`config.mk`:
```
export PLATFORM = sky130hd
export DESIGN_NAME = ext_arbiter
export DESIGN_NICKNAME = d
export VERILOG_FILES = /design/src/rtl/ext_pkg.sv /design/src/rtl/ext_extend.sv /design/src/rtl/ext_arbiter.sv
export SDC_FILE = /design/constraint.sdc
export NUM_CORES = 1
export LEC_CHECK = 0
export BUFFER_PORTS_ARGS = -buffer_cell sky130_fd_sc_hd__buf_4
export CAP_MARGIN = 20
export CORE_UTILIZATION = 39
export CTS_CLUSTER_SIZE = 14
export DETAILED_ROUTE_END_ITERATION = 16
export PLACE_DENSITY = 0.71
export SKIP_LAST_GASP = 1
export SLEW_MARGIN = 0
export SYNTH_ARGS = -nofsm -noshare
export SYNTH_HDL_FRONTEND = slang
export SYNTH_SLANG_ARGS = --single-unit
```
`constraint.sdc`:
```
create_clock -name clk -period 2.05 [get_ports clk]
set_input_delay 0.41 -clock clk [delete_from_list [all_inputs] [get_ports clk]]
set_output_delay 0.41 -clock clk [all_outputs]
set_load 0.03 [all_outputs]
```
`src/rtl/ext_pkg.sv`:
```
// Shared constants for the immediate-extension arbiter.
// Op field encodings and their ImmSrc selects for the extend unit.
package ext_pkg;

  localparam logic [1:0] IMM_DP8   = 2'b00;
  localparam logic [1:0] IMM_MEM12 = 2'b01;
  localparam logic [1:0] IMM_BR24  = 2'b10;
  localparam logic [1:0] IMM_NONE  = 2'b11;

  localparam logic [1:0] OP_DP  = 2'b00;
  localparam logic [1:0] OP_MEM = 2'b01;
  localparam logic [1:0] OP_BR  = 2'b10;
  localparam logic [1:0] OP_BAD = 2'b11;

  function automatic logic [1:0] op_to_immsrc(input logic [1:0] op);
    logic [1:0] src;
    case (op)
      OP_DP:   src = IMM_DP8;
      OP_MEM:  src = IMM_MEM12;
      OP_BR:   src = IMM_BR24;
      default: src = IMM_NONE;
    endcase
    return src;
  endfunction

endpackage

```
`src/rtl/ext_extend.sv`:
```
// Immediate extension unit (DP8 / MEM12 / BR24).
// EXT_ROT_EN: DP8 becomes the rotated 8-bit immediate.
module ext_extend
  import ext_pkg::*;
(
  input  logic [23:0] instr_i,
  input  logic [1:0]  immsrc_i,
  output logic [31:0] imm_o
);

  logic [31:0] zx8;
  logic [31:0] dp8;

  assign zx8 = {24'b0, instr_i[7:0]};

`ifdef EXT_ROT_EN
  logic [4:0] rot;
  assign rot = {instr_i[11:8], 1'b0};
  // a left shift of 32 yields zero, so rot==0 is just zx8
  assign dp8 = (zx8 >> rot) | (zx8 << (6'd32 - {1'b0, rot}));
`else
  assign dp8 = zx8;
`endif

  always_comb begin
    imm_o = '0;
    case (immsrc_i)
      IMM_DP8:   imm_o = dp8;
      IMM_MEM12: imm_o = {20'b0, instr_i[11:0]};
      IMM_BR24:  imm_o = {{6{instr_i[23]}}, instr_i, 2'b00};
      default:   imm_o = '0;
    endcase
  end

endmodule

```
`src/rtl/ext_arbiter.sv`:
```
// Two-requester arbiter in front of the extend unit, one-entry output slot.
// Build option EXT_ROT_EN selects rotated DP8 immediates in ext_extend.
module ext_arbiter
  import ext_pkg::*;
#(
  parameter int MAX_BURST = 4,
  parameter int CNT_W     = $clog2(MAX_BURST + 1)
) (
  input  logic        clk,
  input  logic        reset,
  input  logic        flush,
  input  logic        req0_valid,
  output logic        req0_ready,
  input  logic [23:0] req0_instr,
  input  logic [1:0]  req0_op,
  input  logic        req1_valid,
  output logic        req1_ready,
  input  logic [23:0] req1_instr,
  input  logic [1:0]  req1_op,
  output logic        resp_valid,
  input  logic        resp_ready,
  output logic [31:0] resp_imm,
  output logic        resp_id,
  output logic        resp_err
);

  localparam logic [CNT_W-1:0] BURST_MAX = CNT_W'(MAX_BURST);

  logic             valid_q, valid_d;
  logic [31:0]      imm_q, imm_d;
  logic             id_q, id_d;
  logic             err_q, err_d;
  logic [CNT_W-1:0] burst_q, burst_d;

  logic        slot_free;
  logic        gnt0, gnt1;
  logic [23:0] sel_instr;
  logic [1:0]  sel_op;
  logic [31:0] ext_imm;

  assign slot_free = !valid_q | resp_ready;

  always_comb begin
    gnt0 = 1'b0;
    gnt1 = 1'b0;
    if (!reset && !flush && slot_free) begin
      if (req1_valid && (!req0_valid || burst_q == BURST_MAX)) gnt1 = 1'b1;
      else if (req0_valid) gnt0 = 1'b1;
    end
  end

  assign req0_ready = gnt0;
  assign req1_ready = gnt1;

  assign sel_instr = gnt1 ? req1_instr : req0_instr;
  assign sel_op    = gnt1 ? req1_op : req0_op;

  ext_extend u_ext (
    .instr_i  (sel_instr),
    .immsrc_i (op_to_immsrc(sel_op)),
    .imm_o    (ext_imm)
  );

  always_comb begin
    valid_d = valid_q;
    imm_d   = imm_q;
    id_d    = id_q;
    err_d   = err_q;
    burst_d = burst_q;
    if (flush) begin
      valid_d = 1'b0;
      burst_d = '0;
    end else if (gnt0 || gnt1) begin
      valid_d = 1'b1;
      id_d    = gnt1;
      err_d   = (sel_op == OP_BAD);
      imm_d   = (sel_op == OP_BAD) ? 32'h0 : ext_imm;
      // starvation guard only counts req0 wins while req1 is waiting
      if (gnt1 || !req1_valid) burst_d = '0;
      else if (burst_q != BURST_MAX) burst_d = burst_q + 1'b1;
    end else if (resp_ready) begin
      valid_d = 1'b0;
    end
  end

  always_ff @(posedge clk) begin
    if (reset) begin
      valid_q <= 1'b0;
      imm_q   <= '0;
      id_q    <= 1'b0;
      err_q   <= 1'b0;
      burst_q <= '0;
    end else begin
      valid_q <= valid_d;
      imm_q   <= imm_d;
      id_q    <= id_d;
      err_q   <= err_d;
      burst_q <= burst_d;
    end
  end

  assign resp_valid = valid_q;
  assign resp_imm   = imm_q;
  assign resp_id    = id_q;
  assign resp_err   = err_q;

endmodule

```
==> metrics.cfg <==
[drt]
drt-total-wl_um=4580
first_pass_iters=4
drc_errors=0
drt_iter0_drc=57
ant_nets=0
routedWlPerCell_um=13.5
routed_via_density=5.13
vias=1744

[floorplan]
dieArea_um2=4860
start_util=0.408
core_area_um2=4380
ios=95
fp-row-count=24
die_h_um=69.7
dieWidth_um=69.7

[outcome]
outcome=complete, no violations

[power]
power.density_nw_per_um2=580
p_leak_nw=1.36
ir_worst_vdd_mv=0.338
p_total_mw=1.53

[grt]
grt-busiest-layer=met2
grt_use_total=0.191
grt_pass1_wl_um=7390
grt_use_met3=0.0814
grt_pass1_vias=1662
globalRoute.totalOverflow=0
antenna_found_initial=0
grtUsageMet1=0.221
grt_max_degree=23
grt_use_met2=0.323

[placed_design]
numPortBuffers=94
place.gp.congestion=0.802
dp_hpwl_um=3530
placed_cells=332
placed_cell_area_um2=2520
pre_cts_ws_ns=-0.0896

[layout]
fillCellCount=394
register_area_um2=641
multi_input_area_um2=1010
drive_gt1_frac=0.431
finish.utilization=0.600
finalNetCount=347
final_cell_area_um2=2630
layout-area-overhead-vs-synth_pct=47.3
finalNonFillerCells=340
antenna_cells=0

[job]
maxCapViolations=0

[clock_tree]
cts_tree=yes
clkSinkCount=32
clk_latency_ns=0.29
clk_pin_slew_ns=0.06
cts.htree.levels=2
cts_buffer_depth=2
cts-root-buf=clkbuf_8
cts_buffers=5

[worst_setup_path]
critPathMaxFanout=11
crit_required_ns=1.64
critPathCaptureType=output port
critPathKind=reg -> out
worstPathArrival_ns=1.59
reg2reg_from=burst_q[0]
worstReg2RegEnd=resp_imm[11]
reg2reg_depth=7
reg2reg_slack_ns=0.15
start_kind=flip-flop

[synth]
yosysUniqueCellTypes=38
synth-main-ff-cell=dfxtp_1
synth_edf_count=0
synth_area_leaders=dfxtp_1 36%, mux2i_1 15%, a2bb2oi_1 8.8%
async_flop_share=0
yosysTopAreaCell=dfxtp_1
syn_inst=194
syn_area_per_cell_um2=9.21
synth_top_area_share=0.359
yosysSeqAreaShare=0.359
synth_warnings=0
syn-cell-area_um2=1790
yosys_register_bits=32
synth_nets=254

[sta]
period_share=0.978
layout_setup_ws_ns=0.0457
max_slew_margin=0.604
setup_violations=0
fin_skew_ns=0.00606
drv_slew=0
tightest_slew_ns=0.591
hold_violations=0
post-route-min-period_ns=2.00
grt_setup_unrepaired=true
fmax_mhz=499

[worst_hold_path]
holdPathEnd=resp_err
hold_path_class=in -> reg
holdPathStages=2
hp-start=reset

## cell type report
| type | count | share of cell area |
|---|---|---|
| clock buffers | 7 | 0.0328 |
| repair buffers | 104 | 0.301 |
| flip-flops and latches | 32 | 0.243 |
| inverters | 8 | 0.0114 |
| clock inverters | 1 | 0.00285 |
| multi-input cells | 136 | 0.384 |
| well taps | 52 | 0.0247 |
## sequential cells by signal (all words and copies together) (netlist names)
register / count
resp_imm: 26
burst_q: 3
resp_err: 1
resp_id: 1
resp_valid: 1
## synth_stat cells (3+ instances only)
library cell  number
buf_6              4
nand2_1           11
nor2b_1            5
o32ai_1            3
dfxtp_1           32
a31oi_1            5
nor2_1            23
a21oi_1            4
buf_4              7
o21ai_1           11
buf_2              5
a2bb2oi_1         18
nor3_1             3
mux2i_1           27
inv_1              8
## worst max-delay path by stage
stage / endpoint / slack, ns / start / cells after the start
final: req0_ready / 0.05 / burst_q[0] / 6
after global routing: req0_ready / -0.03 / burst_q[0] / 6
after CTS: req0_ready / 0.04 / burst_q[0] / 6
after detailed placement: resp_imm[11] / -0.09 / burst_q[0] / 7
after global placement: resp_imm[9] / -0.04 / burst_q[0] / 7
after floorplan: req0_ready / 0.08 / burst_q[0] / 6
## cells in the final DEF (no fill, tap or decap), types with 2 or more instances in the layout
master	Yosys	routed
nor2_1	23	23
inv_1	8	8
dfxtp_1	32	32
nand2_1	11	11
a2bb2oi_1	18	18
a221o_1	2	2
clkbuf_8	0	6
nor2b_1	5	5
o21ai_1	11	10
mux2i_1	27	25
a31oi_1	5	5
nand2b_1	2	2
o32ai_1	3	3
a21oi_1	4	4
nor3_1	3	3
mux2i_2	0	2
ha_1	2	2
buf_4	7	103
o221ai_1	2	2
## power by group
part           internal, mW  switching, mW
Clock                 0.273          0.236
Combinational         0.183          0.175
Sequential            0.646         0.0139
## worst max-delay path: stages, from the launching register on
cell and delay [ns]:
dfxtp_1 0.33, inv_1 0.04, ha_1 0.22, a21bo_4 0.25
nand2_4 0.14, and3_1 0.17, buf_4 0.15
## per-stage QoR
stage	setup TNS [ns]	hold WS, ns
3_5_place_dp	-0.249	0.439
5_1_grt	-0.0282	0.376
3_3_place_gp	-0.0768	0.431
4_1_cts	0	0.373
6_report	0	0.374
2_1_floorplan	0	0.445
## metal layers
layer,part of all wire,up-vias,wire length [um]
met5,0,-,0
met4,0.012,0,53
met3,0.074,5,340
met2,0.48,60,2210
met1,0.43,796,1980
li1,-,883,-
## timing repair
action / in CTS / in global routing
buffers inserted: 0 / 0
resized for setup: 2 / 2
hold buffers: 0 / 0
cloned: 0 / 0
hold endpoints to repair: 0 / 0
endpoints found under the setup margin: 7 / 4
pin swaps: 0 / 1
## logic make-up (layout without fill, tap and decap cells)
group / count (synthesis) / after routing / synth area share
fa+ha+maj: 2 / 2 / 0.0140
compound gates: 52 / 52 / 0.222
simple gates: 53 / 53 / 0.150
flops: 32 / 32 / 0.359
buf+inv: 26 / 120 / 0.0896
mux: 29 / 29 / 0.166
Note: power is estimated with default switching activity, not from simulation.
